`config.mk`:
```
export PLATFORM = sky130hd
export DESIGN_NAME = sram_array_arbiter
export DESIGN_NICKNAME = d
export VERILOG_FILES = /design/src/rtl/sram_array_arbiter.sv
export SDC_FILE = /design/constraint.sdc
export NUM_CORES = 1
export LEC_CHECK = 0
export CORE_ASPECT_RATIO = 1.75
export CORE_UTILIZATION = 26
export DETAILED_ROUTE_END_ITERATION = 10
export PLACE_DENSITY = 0.81
export SKIP_LAST_GASP = 1
export SLEW_MARGIN = 20
export SYNTH_ARGS = -nofsm -noshare
export SYNTH_HDL_FRONTEND = slang
export SYNTH_SLANG_ARGS = --single-unit
```
`constraint.sdc`:
```
create_clock -name clock -period 2.7 [get_ports clock]
set_input_delay 0.27 -clock clock [delete_from_list [all_inputs] [get_ports clock]]
set_output_delay 0.27 -clock clock [all_outputs]
set_load 0.01 [all_outputs]
```
`src/rtl/sram_array_arbiter.sv`:
```
// Init sequencer and read/write arbiter for one 1R1W SRAM macro with a registered read address.
// Latency: writes pass through combinationally; a read response appears one cycle after its grant.
// Backpressure: w_ready/r_ready stay low for the whole init sweep and in a flush cycle; reads are round-robin.
//
// Ports: clock/reset (async, active-high); flush_req and init_done control and report the init sweep;
// w_* is the single write client; r_valid/r_ready/r_addr0/r_addr1 are the two read clients;
// rsp_valid/rsp_data return read data; mem_* drive the macro's pins, and mem_rdata comes back from it.
module sram_array_arbiter #(
  parameter int                ADDR_W     = 9,
  parameter int                DATA_W     = 16,
  parameter int                MASK_W     = 8,
  parameter logic [DATA_W-1:0] INIT_VALUE = '0
) (
  input  logic              clock,
  input  logic              reset,
  input  logic              flush_req,
  output logic              init_done,
  input  logic              w_valid,
  output logic              w_ready,
  input  logic [ADDR_W-1:0] w_addr,
  input  logic [DATA_W-1:0] w_data,
  input  logic [MASK_W-1:0] w_mask,
  input  logic [1:0]        r_valid,
  output logic [1:0]        r_ready,
  input  logic [ADDR_W-1:0] r_addr0,
  input  logic [ADDR_W-1:0] r_addr1,
  output logic [1:0]        rsp_valid,
  output logic [DATA_W-1:0] rsp_data,
  output logic              mem_wen,
  output logic [ADDR_W-1:0] mem_waddr,
  output logic [DATA_W-1:0] mem_wdata,
  output logic [MASK_W-1:0] mem_wmask,
  output logic              mem_ren,
  output logic [ADDR_W-1:0] mem_raddr,
  input  logic [DATA_W-1:0] mem_rdata
);

  typedef enum logic {ST_INIT = 1'b0, ST_RUN = 1'b1} state_t;

  state_t            state_q, state_d;
  logic [ADDR_W-1:0] cnt_q, cnt_d;
  logic              rr_ptr_q, rr_ptr_d;
  logic [1:0]        rsp_valid_q;
  logic [1:0]        grant;

  always_ff @(posedge clock or posedge reset) begin
    if (reset) begin
      state_q     <= ST_INIT;
      cnt_q       <= '0;
      rr_ptr_q    <= 1'b0;
      rsp_valid_q <= 2'b00;
    end else begin
      state_q     <= state_d;
      cnt_q       <= cnt_d;
      rr_ptr_q    <= rr_ptr_d;
      // A grant issued in the last RUN cycle still gets its response, even if INIT follows.
      rsp_valid_q <= grant;
    end
  end

  always_comb begin
    state_d   = state_q;
    cnt_d     = cnt_q;
    rr_ptr_d  = rr_ptr_q;
    grant     = 2'b00;
    w_ready   = 1'b0;
    mem_wen   = 1'b0;
    mem_waddr = '0;
    mem_wdata = '0;
    mem_wmask = '0;
    mem_ren   = 1'b0;
    mem_raddr = '0;
    case (state_q)
      ST_INIT: begin
        mem_wen   = 1'b1;
        mem_waddr = cnt_q;
        mem_wdata = INIT_VALUE;
        mem_wmask = '1;
        if (cnt_q == {ADDR_W{1'b1}}) begin
          state_d = ST_RUN;
          cnt_d   = '0;
        end else begin
          cnt_d = cnt_q + 1'b1;
        end
      end
      ST_RUN: begin
        if (flush_req) begin
          state_d = ST_INIT;
          cnt_d   = '0;
        end else begin
          w_ready   = 1'b1;
          mem_wen   = w_valid;
          mem_waddr = w_addr;
          mem_wdata = w_data;
          mem_wmask = w_mask;
          case (r_valid)
            2'b01:   grant = 2'b01;
            2'b10:   grant = 2'b10;
            2'b11:   grant = rr_ptr_q ? 2'b10 : 2'b01;
            default: grant = 2'b00;
          endcase
          // The pointer names the client preferred on the next conflict: the one not just served.
          if (grant[0]) begin
            rr_ptr_d = 1'b1;
          end else if (grant[1]) begin
            rr_ptr_d = 1'b0;
          end
          mem_ren   = |grant;
          if (grant[1]) begin
            mem_raddr = r_addr1;
          end else if (grant[0]) begin
            mem_raddr = r_addr0;
          end
        end
      end
      default: begin
        state_d = ST_INIT;
        cnt_d   = '0;
      end
    endcase
  end

  assign r_ready   = grant;
  assign init_done = (state_q == ST_RUN);
  assign rsp_valid = rsp_valid_q;
  // Gate the data so rsp_data stays zero outside a response.
  assign rsp_data  = (|rsp_valid_q) ? mem_rdata : '0;

endmodule

```
==> results of run 1 <==
## power by group through the flow
stage / clock [mW] / sequential (mW) / combinational, mW
after detailed placement: 0 / 0.198 / 0.116
final: 0.173 / 0.195 / 0.116
after floorplan: 0 / 0.198 / 0.0106
after CTS: 0.176 / 0.195 / 0.117
after global routing: 0.189 / 0.195 / 0.124
after global placement: 0 / 0.198 / 0.114
## area by class of cell
cell class / instances / area (sq um) / area share
Multi-Input combinational cell: 109 / 686 / 0.266
Clock buffer: 3 / 41.3 / 0.0160
Inverter: 14 / 52.6 / 0.0204
Tap cell: 49 / 61.3 / 0.0238
Clock inverter: 1 / 5.00 / 0.00194
Sequential cell: 13 / 325 / 0.126
Timing Repair Buffer: 141 / 1400 / 0.545
## routing by layer
metal | track usage | vias to the layer above | wire, um
met4 | 0.0614 | 0 | 57
li1 | - | 773 | -
met1 | 0.168 | 697 | 1460
met3 | 0.0515 | 5 | 443
met2 | 0.347 | 95 | 2200
met5 | 0 | - | 0
## through the flow
stage	setup slack, ns	std cells	util
after CTS	0.244	330	0.626
after global routing	0.166	330	0.626
after global placement	0.387	326	0.615
after floorplan	0.756	146	-
after detailed placement	0.309	326	0.615
final	0.274	330	0.626
## kinds of logic after synthesis
family | Yosys count | synth area share
buffers and inverters | 24 | 0.0921
adder cells (fa/ha/maj) | 2 | 0.0225
AO/OA/AOI/OAI | 45 | 0.276
AND/OR/NAND/NOR | 62 | 0.317
flip-flops | 13 | 0.292
## cells in the mapped netlist
cell,n
a22o_1,16
a311oi_1,1
nor3_1,3
nor4_1,1
a21oi_1,2
a31oi_1,1
buf_2,4
nand2_1,11
ha_1,2
or2_4,1
nand3_1,3
nand4_1,2
and2b_2,1
a21o_1,1
o31ai_1,1
o22ai_1,1
nand2b_1,1
and2_1,16
nand3b_1,1
nor2b_1,16
o21a_1,1
clkbuf_1,5
dfrtp_1,13
and3_1,2
inv_1,13
buf_6,1
o21ai_0,18
or4_1,1
nor2_1,3
a2bb2oi_1,1
clkinv_1,1
o211ai_1,2
## flip-flops by register name (all words and copies together) (netlist names)
register   count
rr_ptr_q       1
init_done      1
rsp_valid      2
cnt_q          9
## worst paths after layout
check / slack (ns) / endpoint / cells past startpoint / start
max in group asynchronous: 2.03 / cnt_q[2]$_DFFE_PP0N_ / 2 / reset
setup / recovery: 0.27 / mem_raddr[2] / 4 / init_done$_DFF_PP0_
hold reg to reg: 0.51 / rr_ptr_q$_DFFE_PP0P_ / 1 / rr_ptr_q$_DFFE_PP0P_
setup reg to reg: 0.58 / cnt_q[6]$_DFFE_PP0N_ / 7 / cnt_q[0]$_DFFE_PP0N_
min in group clock: 0.51 / rr_ptr_q$_DFFE_PP0P_ / 1 / rr_ptr_q$_DFFE_PP0P_
hold / removal: 0.35 / cnt_q[8]$_DFFE_PP0N_ / 2 / reset
==> qor.yml, run 1 <==
yosys:
  avgSynthCellArea_sq_um: 7.63
  yosysTopAreaCell: "dfrtp_1"
  yosysTopAreaCellShare: 0.292
  synth_area_sq_um: 1110
  yosys_warnings: 0
  syn_inst: 146
  synth_seq_cells: 13
  synth_cell_type_count: 32
  synth_nets: 221
  yosysSeqAreaShare: 0.292
  synth.area.top_cells: "dfrtp_1, a22o_1, and2_1, nor2b_1, o21ai_0"
setup_path:
  endpoint_kind: "primary output"
  crit_family: "simple AND/OR/NAND/NOR gates"
  crit_buf_inv: 1
  max_stage_delay_ns: 0.55
  cp_max_fo: 11
  critPathLaunchType: "register"
  crit_arrival_ns: 2.16
  critPathKind: "register to primary output"
  worstPathRequired_ns: 2.43
  slowest_stage: "clkdlybuf4s50_1"
  crit_chain: "and2b_2 > and3_1 > a22o_1 > clkdlybuf4s50_1"
pwr:
  clkPwrFrac: 0.358
  power_frac_comb: 0.239
  total_leakage_power_nw: 1.03
  internal-power_mw: 0.392
  swShare: 0.189
  powerDensity_nw_per_um2: 188
  p_switching_mw: 0.0913
  finalPower_mw: 0.483
  p_seq_frac: 0.403
  irDropWorstVdd_mv: 0.163
place:
  gp_congestion: 0.703
  io_buffers: 138
  post-dp-hpwl_mm: 3.45
  postPlaceCellArea_sq_um: 2530
clocking:
  cts_resized: 0
  root_buffer: "clkbuf_8"
  cts_tree: "built"
  post_cts_buffers: 0
  clk-insertion-delay-late_ns: 0.24
  cts_max_path_buffers: 2
  holdBufCountCts: 0
  htreeDepth: 1
  cts_buffers: 3
  clkSlewWorstSetupHoldPaths_ns: 0.06
  cts.sinks: 13
grt:
  grt_pass1_wl_mm: 6.17
  grt_overflow: 0
  grt.total_usage: 0.177
  grt_max_degree: 37
  grt_pass1_vias: 1463
  antenna_found_initial: 0
hold_path:
  hp-class: "input port to async pin"
sta:
  max_slew_margin: 0.406
  fmax_mhz: 412
  slew_violations: 0
  period_needed_ns: 2.43
  finalClockSkew_ns: 0.00194
  rsz0062_at_grt: "no"
  finalHoldViolCount: 0
  holdWs_ns: 0.347
  fin_crit_sh: 0.899
  setup-violations-final: 0
  tightest_slew_ns: 0.888
  fin_setup_tns_ns: 0
floorplanning:
  dieArea_sq_um: 4560
  ioPinCount: 139
  initial_core_util: 0.271
  core_area_sq_um: 4110
  die_x_um: 51.5
  std_cell_rows: 31
  die_y_um: 88.6
detailed_routing:
  vias: 1570
  firstDrtPassIters: 4
  wirelength_mm: 4.16
  wl_per_cell_um: 12.6
  via_per_inst: 4.76
  ant_nets: 0
  drc: 0
  drtIter0Drc: 24
finish:
  final_area_sq_um: 2570
  nets: 357
  layout_common_cells: "clkdlybuf4s50_1, o21ai_0, a22o_1, and2_1, nor2b_1"
  syn_to_final_growth_pct: 131
  layout_commonest_cell: "clkdlybuf4s50_1"
  fillers: 367
  num_antenna_cells: 0
  layout-drive-gt1-share: 0.0320
outcome:
  status: "complete, no violations"
run:
  maxCapViolCount: 0
Power figures use the tool's default switching activity.
==> run 2, diff against run 1 <==
Settings changed: CELL_PAD_IN_SITES_DETAIL_PLACEMENT set to 0, CELL_PAD_IN_SITES_GLOBAL_PLACEMENT set to 1, CORE_UTILIZATION 26 to 16, PLACE_DENSITY 0.81 to 0.82.
==> run 2 against run 1 <==
Maximum frequency up 2.9%. Sequential share of layout area down 0.35 points. Sequential cell count unchanged. Count of clock-buffer cells in the layout up 1. Highest routed layer unchanged. Via count down 2.1%. Clock power up 64%. Hold slack better by 0.019 ns.
==> qor.yml, run 2 (synthesis gave the netlist of run 1 again) <==
sta:
  holdWs_ns: 0.366  # +0.0189 ns
  period_needed_ns: 2.36  # -0.0693 ns
  fin_setup_tns_ns: 0  # unchanged
  rsz0062_at_grt: "no"
  setup-violations-final: 0  # unchanged
  tightest_slew_ns: 0.909  # +0.0204 ns
  fmax_mhz: 424  # +2.9%
  fin_crit_sh: 0.873  # -0.0257
  max_slew_margin: 0.392  # -0.0136
  finalClockSkew_ns: 0.00514  # +0.00320 ns
  finalHoldViolCount: 0  # unchanged
  slew_violations: 0  # unchanged
finish:
  instances_no_fill: 363  # +10%
  syn_to_final_growth_pct: 138
  layout-drive-gt1-share: 0.0285  # -0.00356
  top_register: "cnt_q"
  nets: 357  # unchanged
  largest_register_ffs: 9  # unchanged
  layout_common_cells: "clkdlybuf4s50_1, o21ai_0, a22o_1, and2_1, nor2b_1"
  num_antenna_cells: 0  # unchanged
  layout_commonest_cell: "clkdlybuf4s50_1"
pwr:
  p_seq_frac: 0.329  # -0.074
  clkPwrFrac: 0.477  # +0.119
  powerDensity_nw_per_um2: 225  # +20%
  internal-power_mw: 0.490  # +25%
  p_switching_mw: 0.105  # +15%
  irDropWorstVdd_mv: 0.123  # -24%
  total_leakage_power_nw: 1.04  # +1.2%
  finalPower_mw: 0.595  # +23%
  swShare: 0.176  # -0.0127
  power_frac_comb: 0.194  # -0.045
setup_path:
  endpoint_kind: "primary output"
  reg2reg_to: "cnt_q[6]$_DFFE_PP0N_"
  critPathKind: "input port to primary output"
  crit_arrival_ns: 2.09  # -0.07 ns
  worstPathRequired_ns: 2.43  # about the same
  critPathLaunchType: "input port"
  worstRegToRegCells: 7  # unchanged
  cp_max_fo: 11  # unchanged
  reg2reg_slack_ns: 0.58  # about the same
  rr_startpoint: "cnt_q[0]$_DFFE_PP0N_"
clocking:
  post_cts_buffers: 0  # unchanged
  root_buffer: "clkbuf_16"
  cts_tree: "built"
  clkSlewWorstSetupHoldPaths_ns: 0.05  # about the same
  htreeDepth: 1  # unchanged
  cts.sinks: 13  # unchanged
  cts_buffers: 3  # unchanged
  cts_resized: 0  # unchanged
  clk-insertion-delay-late_ns: 0.25  # about the same
  holdBufCountCts: 0  # unchanged
  cts_max_path_buffers: 2  # unchanged
floorplanning:
  initial_core_util: 0.168  # -0.103
  die_x_um: 65.1  # +26%
  die_y_um: 112  # +27%
  dieArea_sq_um: 7310  # +60%
  std_cell_rows: 39  # +26%
  ioPinCount: 139  # unchanged
  core_area_sq_um: 6640  # +61%
grt:
  grt_max_degree: 36  # -2.7%
  grt_overflow: 0  # unchanged
  antenna_found_initial: 0  # unchanged
  grt_pass1_wl_mm: 6.69  # +8.5%
  grt_pass1_vias: 1442  # -1.4%
  grt.total_usage: 0.117  # -0.0600
detailed_routing:
  firstDrtPassIters: 4  # unchanged
  drtIter0Drc: 42  # +75%
  wirelength_mm: 4.44  # +6.8%
  drc: 0  # unchanged
  ant_nets: 0  # unchanged
  vias: 1537  # -2.1%
  via_per_inst: 4.23  # -11%
  wl_per_cell_um: 12.2  # -2.9%
place:
  post-dp-hpwl_mm: 3.54  # +2.6%
  io_buffers: 138  # unchanged
  gp_congestion: 0.746  # +6.1%
  placed_cells: 359  # +10%
hold_path:
  hp-class: "input port to async pin"
outcome:
  status: "complete, no violations"
run:
  maxCapViolCount: 0  # unchanged
==> run 2: final cells by class <==
cell class / instances / area [sq um]
clock buffers: 4 / 78.8
fillers: 682 / 3990
inverters: 14 / 52.6
multi-input cells: 109 / 686
flip-flops and latches: 13 / 325
well taps: 82 / 103
repair buffers: 141 / 1400
==> run 2: critical path, stage by stage <==
cell and delay, ns:
clkdlybuf4s50_1 0.41, and2b_2 0.26, and3_1 0.40, a22o_1 0.21
clkdlybuf4s50_1 0.53
==> run 2: per-stage QoR <==
stage | setup slack (ns) | util | area [sq um]
floorplan | 0.756 | - | 1110
global placement | 0.354 | 0.387 | 2570
detailed placement | 0.309 | 0.387 | 2570
CTS | 0.309 | 0.399 | 2650
global route | 0.238 | 0.399 | 2650
finish | 0.343 | 0.399 | 2650
==> run 2: per-layer routing <==
metal	vias to the layer above	wire, um	track usage
met3	5	415	0.0315
met4	0	81	0.0565
met1	672	1620	0.120
li1	774	-	-
met5	-	0	0
met2	86	2330	0.213
==> run 2: power groups by stage <==
stage	registers [mW]	logic [mW]	clock network (mW)
after floorplan	0.198	0.0106	0
after global placement	0.198	0.116	0
after detailed placement	0.198	0.116	0
after CTS	0.195	0.117	0.287
after global routing	0.195	0.124	0.300
final	0.195	0.115	0.284
==> run 2: how the worst max path moves through the flow <==
| stage | from | endpoint | slack [ns] | cells after the start |
|---|---|---|---|---|
| 2_1_floorplan | cnt_q[0]$_DFFE_PP0N_ | cnt_q[6]$_DFFE_PP0N_ | 0.76 | 7 |
| 3_3_place_gp | flush_req | mem_raddr[1] | 0.35 | 5 |
| 3_5_place_dp | flush_req | mem_raddr[1] | 0.31 | 5 |
| 4_1_cts | flush_req | mem_raddr[1] | 0.31 | 5 |
| 5_1_grt | flush_req | mem_raddr[1] | 0.24 | 5 |
| 6_report | flush_req | mem_raddr[3] | 0.34 | 5 |
